File: src/rtl/uart_rx_cfg.sv
// Oversampled UART receiver: 2-flop line synchroniser, 2-of-3 majority bit voting,
// optional parity, 1 or 2 stop bits, break hold-off and a valid/ready output register.
module uart_rx_cfg #(
   parameter int DATA_WIDTH  = 8,
   parameter int OVERSAMPLE  = 16,
   parameter int PARITY_MODE = 1,
   parameter int STOP_WIDTH  = 1
) (
   input  logic                  i_clock,
   input  logic                  i_reset_n,
   input  logic                  i_tick,
   input  logic                  i_rx,
   output logic [DATA_WIDTH-1:0] o_data,
   output logic                  o_valid,
   input  logic                  i_ready,
   output logic                  o_parity_err,
   output logic                  o_frame_err,
   output logic                  o_overrun,
   output logic                  o_busy,
   output logic [2:0]            o_dbg_state
);

   // Handshake: o_data and both error flags are stable while o_valid=1; a word is
   // consumed on any rising edge where o_valid && i_ready, and o_valid falls next clock.

   localparam int CW = $clog2(OVERSAMPLE);
   localparam int IW = $clog2(DATA_WIDTH);
   localparam logic [CW-1:0] C_HALF = CW'(OVERSAMPLE/2 - 1);
   localparam logic [CW-1:0] C_S0   = CW'(OVERSAMPLE - 3);
   localparam logic [CW-1:0] C_S1   = CW'(OVERSAMPLE - 2);
   localparam logic [CW-1:0] C_LAST = CW'(OVERSAMPLE - 1);

   typedef enum logic [2:0] {
      S_IDLE   = 3'd0,
      S_START  = 3'd1,
      S_DATA   = 3'd2,
      S_PARITY = 3'd3,
      S_STOP   = 3'd4,
      S_BREAK  = 3'd5
   } state_t;

   state_t                r_state;
   logic [1:0]            r_sync;
   logic [CW-1:0]         r_cnt;
   logic [IW-1:0]         r_bit_idx;
   logic [DATA_WIDTH-1:0] r_shift;
   logic [1:0]            r_samp;
   logic                  r_par_bit;
   logic                  r_ferr_acc;
   logic                  r_done;
   logic [DATA_WIDTH-1:0] r_res_data;
   logic                  r_res_perr;
   logic                  r_res_ferr;
   logic [DATA_WIDTH-1:0] r_data;
   logic                  r_valid;
   logic                  r_perr;
   logic                  r_ferr;
   logic                  r_overrun;

   logic          w_rx;
   logic [CW-1:0] w_cnt_nxt;
   logic          w_maj;
   logic          w_perr;

   assign w_rx      = r_sync[1];
   assign w_cnt_nxt = (r_cnt == C_LAST) ? '0 : r_cnt + 1'b1;
   // The third vote is the live sample taken on the committing tick itself.
   assign w_maj     = (r_samp[0] & r_samp[1]) | (r_samp[0] & w_rx) | (r_samp[1] & w_rx);
   assign w_perr    = (PARITY_MODE == 0) ? 1'b0
                    : ((^r_shift) ^ r_par_bit ^ (PARITY_MODE == 2));

   always_ff @(posedge i_clock or negedge i_reset_n) begin
      if (!i_reset_n) begin
         r_sync     <= 2'b11;
         r_state    <= S_IDLE;
         r_cnt      <= '0;
         r_bit_idx  <= '0;
         r_shift    <= '0;
         r_samp     <= 2'b11;
         r_par_bit  <= 1'b0;
         r_ferr_acc <= 1'b0;
         r_done     <= 1'b0;
         r_res_data <= '0;
         r_res_perr <= 1'b0;
         r_res_ferr <= 1'b0;
      end else begin
         r_sync <= {r_sync[0], i_rx};
         r_done <= 1'b0;
         case (r_state)
            S_IDLE: begin
               if (!w_rx) begin
                  r_state    <= S_START;
                  r_cnt      <= '0;
                  r_bit_idx  <= '0;
                  r_shift    <= '0;
                  r_ferr_acc <= 1'b0;
               end
            end
            S_START: begin
               if (i_tick) begin
                  if (w_cnt_nxt == C_HALF) begin
                     r_cnt   <= '0;
                     r_state <= w_rx ? S_IDLE : S_DATA;
                  end else begin
                     r_cnt <= w_cnt_nxt;
                  end
               end
            end
            S_DATA, S_PARITY, S_STOP: begin
               if (i_tick) begin
                  r_cnt <= w_cnt_nxt;
                  if (w_cnt_nxt == C_S0) r_samp[0] <= w_rx;
                  if (w_cnt_nxt == C_S1) r_samp[1] <= w_rx;
                  if (w_cnt_nxt == C_LAST) begin
                     if (r_state == S_DATA) begin
                        r_shift <= {w_maj, r_shift[DATA_WIDTH-1:1]};
                        if (r_bit_idx == IW'(DATA_WIDTH - 1)) begin
                           r_bit_idx <= '0;
                           r_state   <= (PARITY_MODE == 0) ? S_STOP : S_PARITY;
                        end else begin
                           r_bit_idx <= r_bit_idx + 1'b1;
                        end
                     end else if (r_state == S_PARITY) begin
                        r_par_bit <= w_maj;
                        r_bit_idx <= '0;
                        r_state   <= S_STOP;
                     end else begin
                        r_ferr_acc <= r_ferr_acc | ~w_maj;
                        if (r_bit_idx == IW'(STOP_WIDTH - 1)) begin
                           r_done     <= 1'b1;
                           r_res_data <= r_shift;
                           r_res_perr <= w_perr;
                           r_res_ferr <= r_ferr_acc | ~w_maj;
                           r_bit_idx  <= '0;
                           r_state    <= w_maj ? S_IDLE : S_BREAK;
                        end else begin
                           r_bit_idx <= r_bit_idx + 1'b1;
                        end
                     end
                  end
               end
            end
            S_BREAK: begin
               if (w_rx) r_state <= S_IDLE;
            end
            default: r_state <= S_IDLE;
         endcase
      end
   end

   // A word completing while the previous one is still unaccepted is dropped.
   always_ff @(posedge i_clock or negedge i_reset_n) begin
      if (!i_reset_n) begin
         r_data    <= '0;
         r_valid   <= 1'b0;
         r_perr    <= 1'b0;
         r_ferr    <= 1'b0;
         r_overrun <= 1'b0;
      end else begin
         if (r_done && (!r_valid || i_ready)) begin
            r_data  <= r_res_data;
            r_perr  <= r_res_perr;
            r_ferr  <= r_res_ferr;
            r_valid <= 1'b1;
         end else if (r_valid && i_ready) begin
            r_valid <= 1'b0;
         end
         if (r_valid && i_ready) r_overrun <= 1'b0;
         else if (r_done && r_valid) r_overrun <= 1'b1;
      end
   end

   assign o_data       = r_data;
   assign o_valid      = r_valid;
   assign o_parity_err = r_perr;
   assign o_frame_err  = r_ferr;
   assign o_overrun    = r_overrun;
   assign o_busy       = (r_state != S_IDLE);
   assign o_dbg_state  = r_state;

endmodule

File: config.mk
export PLATFORM = sky130hd
export DESIGN_NAME = uart_rx_cfg
export DESIGN_NICKNAME = d
export VERILOG_FILES = /design/src/rtl/uart_rx_cfg.sv
export SDC_FILE = /design/constraint.sdc
export NUM_CORES = 1
export LEC_CHECK = 0
export CAP_MARGIN = 5
export CORE_UTILIZATION = 51
export DETAILED_ROUTE_END_ITERATION = 10
export PLACE_DENSITY = 0.74
export SLEW_MARGIN = 10
export SYNTH_ARGS = -nofsm -noshare
export SYNTH_HDL_FRONTEND = slang
export SYNTH_SLANG_ARGS = --single-unit
File: constraint.sdc
create_clock -name i_clock -period 4 [get_ports i_clock]
set_input_delay 0.4 -clock i_clock [delete_from_list [all_inputs] [get_ports i_clock]]
set_output_delay 0.4 -clock i_clock [all_outputs]
set_load 0.01 [all_outputs]
==> results of run 1 <==
[cell type report]
type,count,area (um2)
Tap cell,52,65.1
Inverter,10,37.5
Sequential cell,47,1180
Fill cell,347,1710
Timing Repair Buffer,20,195
Multi-Input combinational cell,135,1110
Clock buffer,6,72.6
Clock inverter,2,12.5
[worst paths after layout]
check	startpoint	endpoint	slack [ps]	cells after the start
setup reg to reg	r_cnt[0]$_DFFE_PN0P_	r_par_bit$_DFFE_PN0P_	1810	6
setup / recovery	o_dbg_state[0]$_DFFE_PN0P_	o_busy	1620	3
max in group asynchronous	i_reset_n	o_data[5]$_DFFE_PN0P_	3100	1
hold / removal	i_reset_n	r_res_data[4]$_DFFE_PN0P_	270	1
min in group i_clock	r_sync[0]$_DFF_PN1_	r_sync[1]$_DFF_PN1_	360	0
hold reg to reg	r_sync[0]$_DFF_PN1_	r_sync[1]$_DFF_PN1_	360	0
[layout by cell type (no fill, tap or decap), types with 3 or more instances in the layout]
cell type and count:
sky130_fd_sc_hd__a21oi_1 6, sky130_fd_sc_hd__inv_1 10, sky130_fd_sc_hd__nand2b_1 5, sky130_fd_sc_hd__a22o_1 9, sky130_fd_sc_hd__clkdlybuf4s50_1 19, sky130_fd_sc_hd__and2_1 4
sky130_fd_sc_hd__o21a_1 3, sky130_fd_sc_hd__o21ai_0 5, sky130_fd_sc_hd__ha_1 7, sky130_fd_sc_hd__dfrtp_1 43, sky130_fd_sc_hd__dfstp_2 4, sky130_fd_sc_hd__clkbuf_8 5
sky130_fd_sc_hd__nand2_1 12, sky130_fd_sc_hd__xor2_1 3, sky130_fd_sc_hd__xnor2_1 6, sky130_fd_sc_hd__nor2_1 10, sky130_fd_sc_hd__mux2_2 23
[critical path: stages (launching register included)]
cell                              delay, ps
sky130_fd_sc_hd__dfrtp_1                570
sky130_fd_sc_hd__nor3_1                 540
sky130_fd_sc_hd__inv_1                   80
sky130_fd_sc_hd__clkdlybuf4s50_1        490
[sequential cells by signal, summed over array words and instances, names as in the netlist, 2 cells and up]
register	count
o_data	8
r_res_data	8
r_shift	8
r_cnt	4
o_dbg_state	3
r_bit_idx	3
r_samp	2
r_sync	2
[report_power, final]
part | switching (W) | internal [W] | total (W) | leakage [nW]
registers | 0.000108 | 0.000543 | 0.000651 | 0.625
clock network | 0.000153 | 0.000122 | 0.000275 | 0.0412
logic | 0.000317 | 0.000234 | 0.000551 | 0.559
total | 0.000577 | 0.000900 | 0.00148 | 1.23
[cell families (layout without fill, tap and decap cells)]
logic type	Yosys count	after routing
adders and majority gates	8	8
DFF	47	47
muxes	23	23
and+or+nand+nor	52	52
xor gates and xnor gates	9	9
buffers and inverters	15	38
AOI/OAI and AO/OA	43	43
[layer usage]
layer / vias up / wire length (um) / global-route usage
met5: - / 0 / 0
met4: 0 / 91 / 0.0889
met2: 41 / 2130 / 0.322
met1: 790 / 1840 / 0.235
met3: 7 / 148 / 0.0491
li1: 767 / - / -
[metrics by stage]
| stage | hold WS [ps] | setup WS [ps] | std cells |
|---|---|---|---|
| final | 273 | 1620 | 272 |
| after global routing | 352 | 1560 | 272 |
| after CTS | 306 | 1640 | 272 |
| after detailed placement | 347 | 1810 | 264 |
| after global placement | 347 | 1840 | 264 |
| after floorplan | 104 | 2000 | 197 |
==> tab_implementation.tex, run 1 <==
\begin{tabular}{lr}
\hline
Metric & Value \\
\hline
\multicolumn{2}{l}{\textbf{Yosys}} \\
Syn nets & 209 \\
Per-instance average area after synthesis & 11.9 um2 \\
Commonest cells in the netlist & sky130\_fd\_sc\_hd\_\_dfrtp\_1 (43), sky130\_fd\_sc\_hd\_\_mux2\_2 (23), sky130\_fd\_sc\_hd\_\_nand2\_1 (12), sky130\_fd\_sc\_hd\_\_inv\_1 (10), sky130\_fd\_sc\_hd\_\_nor2\_1 (10) \\
Synthesized cell area & $\sim$2400 um2 \\
Area share of and/or/nand/nor cells after synthesis & 0.139 \\
Largest cells by area after synthesis & sky130\_fd\_sc\_hd\_\_dfrtp\_1 (46\%), sky130\_fd\_sc\_hd\_\_mux2\_2 (11\%), sky130\_fd\_sc\_hd\_\_dfstp\_2 (4.5\%) \\
Share of the synthesized area in compound gates (AO/OA/AOI/OAI) & 0.146 \\
Post-synthesis cell type with the largest combined area & sky130\_fd\_sc\_hd\_\_dfrtp\_1 \\
Number of distinct library cell variants in the gate-level netlist after synthesis & 50 \\
Portion of netlist area occupied by mux cells & 0.110 \\
Flops \& latches, synth & 47 \\
Top cell type's share of synthesized area & 0.458 \\
Gate count of the mapped netlist & 197 \\
Adder-cell share of the synthesized area & 0.0415 \\
Synth warn & 0 \\
Flip-flop cell with the highest count after synthesis & sky130\_fd\_sc\_hd\_\_dfrtp\_1 \\
Proportion of synthesized flip-flops having asynchronous set or reset & 1.00 \\
Share of the yosys chip area belonging to registers & 0.502 \\
Number of enable flip-flop cells after synthesis & 0 \\
Main combinational cell family by area after synthesis & compound AO/OA/AOI/OAI gates \\
Fraction of synthesized cell area in xor and xnor cells & 0.0335 \\
Most used standard cell by instance count after synthesis & sky130\_fd\_sc\_hd\_\_dfrtp\_1 \\
\multicolumn{2}{l}{\textbf{Critical path}} \\
Worst path required time & approximately 3600 ps \\
Highest net fanout along the worst path & 14 \\
Data arrival time of the worst path & a little under 2000 ps \\
Kind of start point of the critical path & flip-flop \\
Critical Setup Path Class & flip-flop to output port \\
Kind of end point of the critical path & output port \\
\multicolumn{2}{l}{\textbf{STA}} \\
Share of the clock period used by the worst path & 0.595 \\
Sum of negative setup slack & 0 ps \\
Slew margin rel. & 0.322 \\
Unrepaired setup endpoints after global routing & false \\
Slew at the pin with the worst max-slew slack & slightly above 1000 ps \\
Final setup violation count & 0 \\
Achievable frequency & between 400 and 500 MHz \\
Max Transition Viols Final & 0 \\
Final hold viol count & 0 \\
Worst Skew & approximately 4.8 ps \\
Shortest clock period the worst path allows after layout & 2380 ps \\
\multicolumn{2}{l}{\textbf{Placed design}} \\
DP Area & between 2000 and 3000 um2 \\
DP Wirelength & just over 3000 um \\
Routability congestion estimate & just under 0.9 \\
Number of buffer cells added on primary ports & 20 \\
\multicolumn{2}{l}{\textbf{Detailed routing}} \\
Number of design-rule violations left by the first detailed-router iteration & 87 \\
Detailed-route vias per instance & approximately 6 \\
Count of vias placed by the detailed router & about 1.6k \\
Number of detailed-route iterations in the first pass & 4 \\
Routed WL & 4210 um \\
Wire per inst & $\sim$15 um \\
Post-route DRC & 0 \\
Antenna violation net count after detailed routing & 0 \\
\multicolumn{2}{l}{\textbf{Floorplan}} \\
Number of rows created at floorplan & 24 \\
Die footprint & 4890 um2 \\
Die X & approximately 70 um \\
DIE HEIGHT & 69.9 um \\
Initial Util & 0.536 \\
Core ar. & roughly 4400 um2 \\
Count of boundary I/O pins & 21 \\
\multicolumn{2}{l}{\textbf{Power}} \\
Power density of the placed cells & 553 nW/um2 \\
Post-route total power & 0.00148 W \\
Highest ir drop seen on vdd & between 0.3 and 0.4 mV \\
Static leakage & approximately 1.2 nW \\
\multicolumn{2}{l}{\textbf{Clock tree}} \\
Cts bufs inserted & 5 \\
Post-CTS Resized & 0 \\
Clk sink count & between 40 and 50 \\
Cell at the root of the clock tree & sky130\_fd\_sc\_hd\_\_clkbuf\_8 \\
Buffers from clock root to sink, at most & 2 \\
CTS tree & done \\
Maximum level of the CTS H-tree & 2 \\
Clock latency reported for the late side of the worst-skew pair & roughly 300 ps \\
CTS clock-pin slew for the worst setup and hold paths & 80 ps \\
\# hold bufs at CTS & 0 \\
Post-CTS Setup Repair Bufs & 0 \\
\multicolumn{2}{l}{\textbf{Cells and area}} \\
Core utilization of the finished layout & 0.609 \\
Count of inserted antenna diode cells & 0 \\
Share of final-layout standard cells stronger than drive strength 1 & 0.214 \\
Number of nets in the finished design & about 230 \\
Final standard cell area without fillers & $\sim$2700 um2 \\
Synthesis-to-layout area growth & 13.6\% \\
\multicolumn{2}{l}{\textbf{GRT}} \\
Overall overflow remaining after global route & 0 \\
Antenna violations before repair & 0 \\
Maximum number of pins on one net before global-route repair & 48 \\
GR Util All Layers & 0.193 \\
Number of global-route vias before repair & 1604 \\
Wire length of the first global-routing pass & around 7400 um \\
\multicolumn{2}{l}{\textbf{Status}} \\
Outcome & finished clean \\
\multicolumn{2}{l}{\textbf{Job}} \\
Number of max-capacitance violations reported & 0 \\
\multicolumn{2}{l}{\textbf{Min path}} \\
Class of the tightest hold or removal check & input port to async pin \\
\hline
\end{tabular}
Power figures use the tool's default switching activity.
==> run 2: changes to the inputs <==
--- a/config.mk
+++ b/config.mk
@@ -8,7 +8,7 @@
 export CAP_MARGIN = 5
 export CORE_UTILIZATION = 51
 export DETAILED_ROUTE_END_ITERATION = 10
-export PLACE_DENSITY = 0.74
+export PLACE_DENSITY = 0.77
 export SLEW_MARGIN = 10
 export SYNTH_ARGS = -nofsm -noshare
 export SYNTH_HDL_FRONTEND = slang
==> constraint.sdc (replaced) <==
create_clock -name i_clock -period 2.1 [get_ports i_clock]
set_input_delay 0.21 -clock i_clock [delete_from_list [all_inputs] [get_ports i_clock]]
set_output_delay 0.21 -clock i_clock [all_outputs]
set_load 0.01 [all_outputs]
==> tab_implementation.tex, run 2 (same netlist as run 1, synthesis figures left out) <==
\begin{tabular}{lr}
\hline
Metric & Value \\
\hline
\multicolumn{2}{l}{\textbf{Job}} \\
Number of max-capacitance violations reported & 0 \\
\multicolumn{2}{l}{\textbf{Power}} \\
Highest ir drop seen on vdd & 0.636 mV \\
Static leakage & between 1 and 1.5 nW \\
Power density of the placed cells & 1110 nW/um2 \\
Post-route total power & 0.00312 W \\
\multicolumn{2}{l}{\textbf{Detailed routing}} \\
Post-route DRC & 0 \\
Count of vias placed by the detailed router & around 1.6k \\
Number of design-rule violations left by the first detailed-router iteration & 97 \\
Antenna violation net count after detailed routing & 0 \\
Number of detailed-route iterations in the first pass & 4 \\
Detailed-route vias per instance & about 5.8 \\
Wire per inst & roughly 16 um \\
Routed WL & about 4500 um \\
\multicolumn{2}{l}{\textbf{Clock tree}} \\
Maximum level of the CTS H-tree & 2 \\
CTS tree & done \\
Cell at the root of the clock tree & sky130\_fd\_sc\_hd\_\_clkbuf\_8 \\
Buffers from clock root to sink, at most & 2 \\
Clk sink count & 47 \\
Clock latency reported for the late side of the worst-skew pair & about 300 ps \\
Cts bufs inserted & 5 \\
CTS clock-pin slew for the worst setup and hold paths & about 80 ps \\
\multicolumn{2}{l}{\textbf{Cells and area}} \\
Count of inserted antenna diode cells & 0 \\
Synthesis-to-layout area growth & 19.4\% \\
Core utilization of the finished layout & 0.640 \\
Most common cell after layout, fill and taps aside & sky130\_fd\_sc\_hd\_\_dfrtp\_1 \\
Share of final-layout standard cells stronger than drive strength 1 & 0.255 \\
Most frequent cells in the layout & sky130\_fd\_sc\_hd\_\_dfrtp\_1 (42), sky130\_fd\_sc\_hd\_\_mux2\_2 (23), sky130\_fd\_sc\_hd\_\_clkdlybuf4s50\_1 (19), sky130\_fd\_sc\_hd\_\_nand2\_1 (12) \\
Number of nets in the finished design & 242 \\
\multicolumn{2}{l}{\textbf{STA}} \\
Slew at the pin with the worst max-slew slack & 500 ps \\
Worst hold slack across all endpoints & 314 ps \\
Share of the clock period used by the worst path & 0.973 \\
Final hold viol count & 0 \\
Unrepaired setup endpoints after global routing & true \\
Achievable frequency & a little under 500 MHz \\
Final setup violation count & 0 \\
Max Transition Viols Final & 0 \\
Slew margin rel. & 0.664 \\
Shortest clock period the worst path allows after layout & 2040 ps \\
Post-route worst setup slack & between 50 and 60 ps \\
Sum of negative setup slack & 0 ps \\
Worst Skew & around 5.3 ps \\
\multicolumn{2}{l}{\textbf{GRT}} \\
GR Util All Layers & 0.205 \\
Overall overflow remaining after global route & 0 \\
Maximum number of pins on one net before global-route repair & 20 \\
Antenna violations before repair & 0 \\
Wire length of the first global-routing pass & around 8000 um \\
Number of global-route vias before repair & approximately 1.7k \\
\multicolumn{2}{l}{\textbf{Critical path}} \\
Kind of end point of the critical path & flip-flop \\
Worst R2R Setup Slack & roughly 56 ps \\
Worst r2r dst & r\_par\_bit\$\_DFFE\_PN0P\_ \\
Data arrival time of the worst path & roughly 2200 ps \\
Crit Reg-Reg Startpoint & r\_cnt[0]\$\_DFFE\_PN0P\_ \\
Critical path capture point & r\_par\_bit\$\_DFFE\_PN0P\_ \\
First element of the critical path & r\_cnt[0]\$\_DFFE\_PN0P\_ \\
Highest net fanout along the worst path & 6 \\
Kind of start point of the critical path & flip-flop \\
FF-to-FF path depth & 6 \\
Critical Setup Path Class & flip-flop to flip-flop \\
Worst path required time & 2280 ps \\
\multicolumn{2}{l}{\textbf{Placed design}} \\
DP Wirelength & 3250 um \\
Post-placement worst setup slack & -2.87 ps \\
Number of buffer cells added on primary ports & 20 \\
Routability congestion estimate & 0.875 \\
\multicolumn{2}{l}{\textbf{Min path}} \\
Class of the tightest hold or removal check & input port to flip-flop \\
Worst Hold Launch & i\_rx \\
\multicolumn{2}{l}{\textbf{Floorplan}} \\
Core ar. & $\sim$4400 um2 \\
Die footprint & about 5000 um2 \\
Initial Util & 0.536 \\
Count of boundary I/O pins & 21 \\
DIE HEIGHT & 69.9 um \\
Die X & $\sim$70 um \\
Number of rows created at floorplan & 24 \\
\multicolumn{2}{l}{\textbf{Status}} \\
Outcome & finished clean \\
\hline
\end{tabular}
run 2: cell types whose count changed in the layout (fill, tap and decap cells not counted), sizes merged:
cell         previous run  this run
buf                     1        11
bufinv                  0         2
clkinv                  1         0
clkinvlp                1         0
dlygate4sd3             0         1
run 2: final cells by class:
type / count / area (um2)
fillers: 358 / 1580
flip-flops and latches: 47 / 1180
multi-input cells: 135 / 1110
repair buffers: 31 / 280
clock buffers: 6 / 72.6
well taps: 52 / 65.1
clock inverters: 2 / 60.1
inverters: 10 / 37.5
run 2: how the worst min path moves through the flow:
stage,cells after the start,end
after detailed placement,1,o_valid$_DFFE_PN0P_
final,1,r_sync[0]$_DFF_PN1_
after global routing,1,r_sync[0]$_DFF_PN1_
after CTS,1,r_sync[0]$_DFF_PN1_
after floorplan,0,o_data[0]$_DFFE_PN0P_
after global placement,1,o_valid$_DFFE_PN0P_
run 2: worst max-delay path, stage by stage (launching register included):
cell and delay (ps):
sky130_fd_sc_hd__dfrtp_2 440, sky130_fd_sc_hd__ha_2 240, sky130_fd_sc_hd__nand2b_4 180, sky130_fd_sc_hd__o211a_1 280
sky130_fd_sc_hd__nor4_2 250, sky130_fd_sc_hd__and2_1 200, sky130_fd_sc_hd__mux2_2 340
run 2: repair_timing:
action,4_1_cts,5_1_grt
hold buffers,1,0
endpoints found under the hold margin,11,0
endpoints found under the setup margin,10,20
gates resized for setup,1,2
pin swaps,0,2
setup buffers,0,0
run 2: through the flow:
step,std cells,area (um2)
6_report,283,2810
5_1_grt,283,2810
4_1_cts,283,2810
3_5_place_dp,274,2660
3_3_place_gp,274,2660
2_1_floorplan,197,2350
run 2: power breakdown:
| group | internal (W) | total (W) | switching [W] |
|---|---|---|---|
| logic | 0.000504 | 0.00120 | 0.000694 |
| registers | 0.00104 | 0.00116 | 0.000123 |
| clock network | 0.000475 | 0.000764 | 0.000289 |
| total | 0.00202 | 0.00312 | 0.00111 |
run 2: routing by layer:
metal,share of wire,global-route usage,wire length [um],up-vias
met2,0.53,0.362,2360,34
li1,-,-,-,778
met5,0,0,0,-
met4,0.017,0.0733,78,0
met3,0.032,0.0418,142,7
met1,0.42,0.246,1890,824
==> run 3: changes to the inputs <==
--- a/config.mk
+++ b/config.mk
@@ -6,6 +6,7 @@
 export NUM_CORES = 1
 export LEC_CHECK = 0
 export CAP_MARGIN = 5
+export CORE_MARGIN = 3
 export CORE_UTILIZATION = 51
 export DETAILED_ROUTE_END_ITERATION = 10
 export PLACE_DENSITY = 0.77
==> constraint.sdc (replaced) <==
create_clock -name i_clock -period 2.1 [get_ports i_clock]
set_input_delay 0.21 -clock i_clock [delete_from_list [all_inputs] [get_ports i_clock]]
set_output_delay 0.21 -clock i_clock [all_outputs]
set_load 0.02 [all_outputs]
==> tab_implementation.tex, run 3 (same netlist as run 1, synthesis figures left out) <==
\begin{tabular}{lr}
\hline
Metric & Value \\
\hline
\multicolumn{2}{l}{\textbf{Detailed routing}} \\
Antenna violation net count after detailed routing & 0 \\
Routed WL & about 4400 um \\
Wire per inst & between 15 and 20 um \\
Number of detailed-route iterations in the first pass & 4 \\
Number of design-rule violations left by the first detailed-router iteration & 123 \\
Post-route DRC & 0 \\
Detailed-route vias per instance & 5.91 \\
Count of vias placed by the detailed router & 1660 \\
\multicolumn{2}{l}{\textbf{Min path}} \\
Class of the tightest hold or removal check & input port to async pin \\
\multicolumn{2}{l}{\textbf{Clock tree}} \\
Cell at the root of the clock tree & sky130\_fd\_sc\_hd\_\_clkbuf\_8 \\
Buffers from clock root to sink, at most & 2 \\
Maximum level of the CTS H-tree & 2 \\
\# hold bufs at CTS & 0 \\
Cts bufs inserted & 5 \\
CTS clock-pin slew for the worst setup and hold paths & around 90 ps \\
Clock latency reported for the late side of the worst-skew pair & 300 ps \\
Clk sink count & 47 \\
CTS tree & done \\
\multicolumn{2}{l}{\textbf{STA}} \\
Worst Skew & between 9 and 10 ps \\
Final setup violation count & 0 \\
Slew margin rel. & 0.490 \\
Unrepaired setup endpoints after global routing & false \\
Worst hold slack across all endpoints & -29.6 ps \\
Final hold viol count & 34 \\
Achievable frequency & $\sim$490 MHz \\
Max Transition Viols Final & 0 \\
Sum of negative setup slack & 0 ps \\
Post-route worst setup slack & around 64 ps \\
Slew at the pin with the worst max-slew slack & approximately 760 ps \\
Share of the clock period used by the worst path & 0.969 \\
Shortest clock period the worst path allows after layout & around 2000 ps \\
\multicolumn{2}{l}{\textbf{Critical path}} \\
Worst path required time & around 2300 ps \\
Kind of end point of the critical path & flip-flop \\
Data arrival time of the worst path & 2210 ps \\
Critical path capture point & o\_dbg\_state[2]\$\_DFFE\_PN0P\_ \\
Highest net fanout along the worst path & 5 \\
Worst R2R Setup Slack & 60 ps \\
FF-to-FF path depth & 6 \\
First element of the critical path & r\_cnt[0]\$\_DFFE\_PN0P\_ \\
Kind of start point of the critical path & flip-flop \\
Worst r2r dst & o\_dbg\_state[2]\$\_DFFE\_PN0P\_ \\
Crit Reg-Reg Startpoint & r\_cnt[0]\$\_DFFE\_PN0P\_ \\
Critical Setup Path Class & flip-flop to flip-flop \\
\multicolumn{2}{l}{\textbf{Cells and area}} \\
Most common cell after layout, fill and taps aside & sky130\_fd\_sc\_hd\_\_dfrtp\_1 \\
Number of nets in the finished design & 240 \\
Area of combinational cells with multiple inputs & 1130 um2 \\
FF/Latch Area & 1180 um2 \\
Fill cell instance count of the final layout & $\sim$360 \\
Most frequent cells in the layout & sky130\_fd\_sc\_hd\_\_dfrtp\_1 (41), sky130\_fd\_sc\_hd\_\_mux2\_2 (23), sky130\_fd\_sc\_hd\_\_clkdlybuf4s50\_1 (19), sky130\_fd\_sc\_hd\_\_nand2\_1 (12) \\
Count of inserted antenna diode cells & 0 \\
Share of final-layout standard cells stronger than drive strength 1 & 0.271 \\
Synthesis-to-layout area growth & 18.1\% \\
\multicolumn{2}{l}{\textbf{GRT}} \\
Antenna violations before repair & 0 \\
Overall overflow remaining after global route & 0 \\
Number of global-route vias before repair & $\sim$1.7k \\
Wire length of the first global-routing pass & 7530 um \\
GR Util All Layers & 0.181 \\
Maximum number of pins on one net before global-route repair & 37 \\
\multicolumn{2}{l}{\textbf{Power}} \\
Highest ir drop seen on vdd & about 0.76 mV \\
Power density of the placed cells & $\sim$1100 nW/um2 \\
Static leakage & approximately 1.3 nW \\
\multicolumn{2}{l}{\textbf{Job}} \\
Number of max-capacitance violations reported & 0 \\
\multicolumn{2}{l}{\textbf{Floorplan}} \\
Die footprint & between 5000 and 6000 um2 \\
DIE HEIGHT & between 70 and 80 um \\
Count of boundary I/O pins & 21 \\
Initial Util & 0.533 \\
Die X & $\sim$74 um \\
Number of rows created at floorplan & 24 \\
Core ar. & approximately 4400 um2 \\
\multicolumn{2}{l}{\textbf{Placed design}} \\
Number of buffer cells added on primary ports & 20 \\
Post-placement worst setup slack & roughly 32 ps \\
Routability congestion estimate & roughly 0.85 \\
DP Wirelength & 3110 um \\
\multicolumn{2}{l}{\textbf{Status}} \\
Violations in the final reports & negative hold slack \\
Outcome & finished, violations left \\
\hline
\end{tabular}
run 3: changes by cell type in the layout (fill, tap and decap cells not counted), sizes merged:
cell / delta
bufinv: -2
buf: -1
clkinv: +1
clkinvlp: +1
dlygate4sd3: -1
run 3: worst min path at each step:
stage	from	end	slack, ps	cells after the start
finish	i_reset_n	r_cnt[3]$_DFFE_PN0P_	-30	1
detailed placement	i_reset_n	o_overrun$_DFFE_PN0P_	340	1
CTS	i_reset_n	r_cnt[3]$_DFFE_PN0P_	10	1
global placement	i_reset_n	o_overrun$_DFFE_PN0P_	340	1
floorplan	i_reset_n	o_data[0]$_DFFE_PN0P_	-90	0
global route	i_reset_n	o_frame_err$_DFFE_PN0P_	30	1
run 3: area by class of cell:
class / count / share of cell area
timing repair buffer: 29 / 0.0946
clock buffer: 6 / 0.0297
inverter: 10 / 0.0135
tap: 52 / 0.0234
clock inverter: 2 / 0.00586
multi-input combinational: 135 / 0.407
sequential: 47 / 0.426
run 3: worst max-delay path, stage by stage (launching register included):
cell                       delay [ps]
sky130_fd_sc_hd__dfrtp_2          460
sky130_fd_sc_hd__ha_2             230
sky130_fd_sc_hd__nand2b_4         170
sky130_fd_sc_hd__o211ai_4         220
sky130_fd_sc_hd__nand3_4          120
sky130_fd_sc_hd__o311a_1          370
sky130_fd_sc_hd__or3_1            320
run 3: power by group:
group / leakage (nW) / internal, W / switching (W)
combinational: 0.611 / 0.000507 / 0.000731
sequential: 0.622 / 0.00104 / 0.000140
clock: 0.0474 / 0.000269 / 0.000311
run 3: per-stage QoR:
step                std cells   util  cell area, um2  total power (W)
global route              281  0.629            2780          0.00320
CTS                       281  0.623            2750          0.00297
finish                    281  0.629            2780          0.00300
global placement          273  0.601            2650          0.00236
floorplan                 197      -            2350          0.00203
detailed placement        273  0.601            2650          0.00237
run 3: layer usage:
| layer | up-vias | global-route usage | share of wire |
|---|---|---|---|
| met5 | - | 0 | 0 |
| met4 | 0 | 0.0704 | 0.021 |
| met3 | 9 | 0.0383 | 0.039 |
| met2 | 48 | 0.302 | 0.50 |
| met1 | 821 | 0.230 | 0.44 |
| li1 | 782 | - | - |
run 3: timing repair:
action	in CTS	in global routing
hold endpoints to repair	0	0
gates resized for setup	0	7
setup endpoints to repair	0	20
buffers inserted	0	0
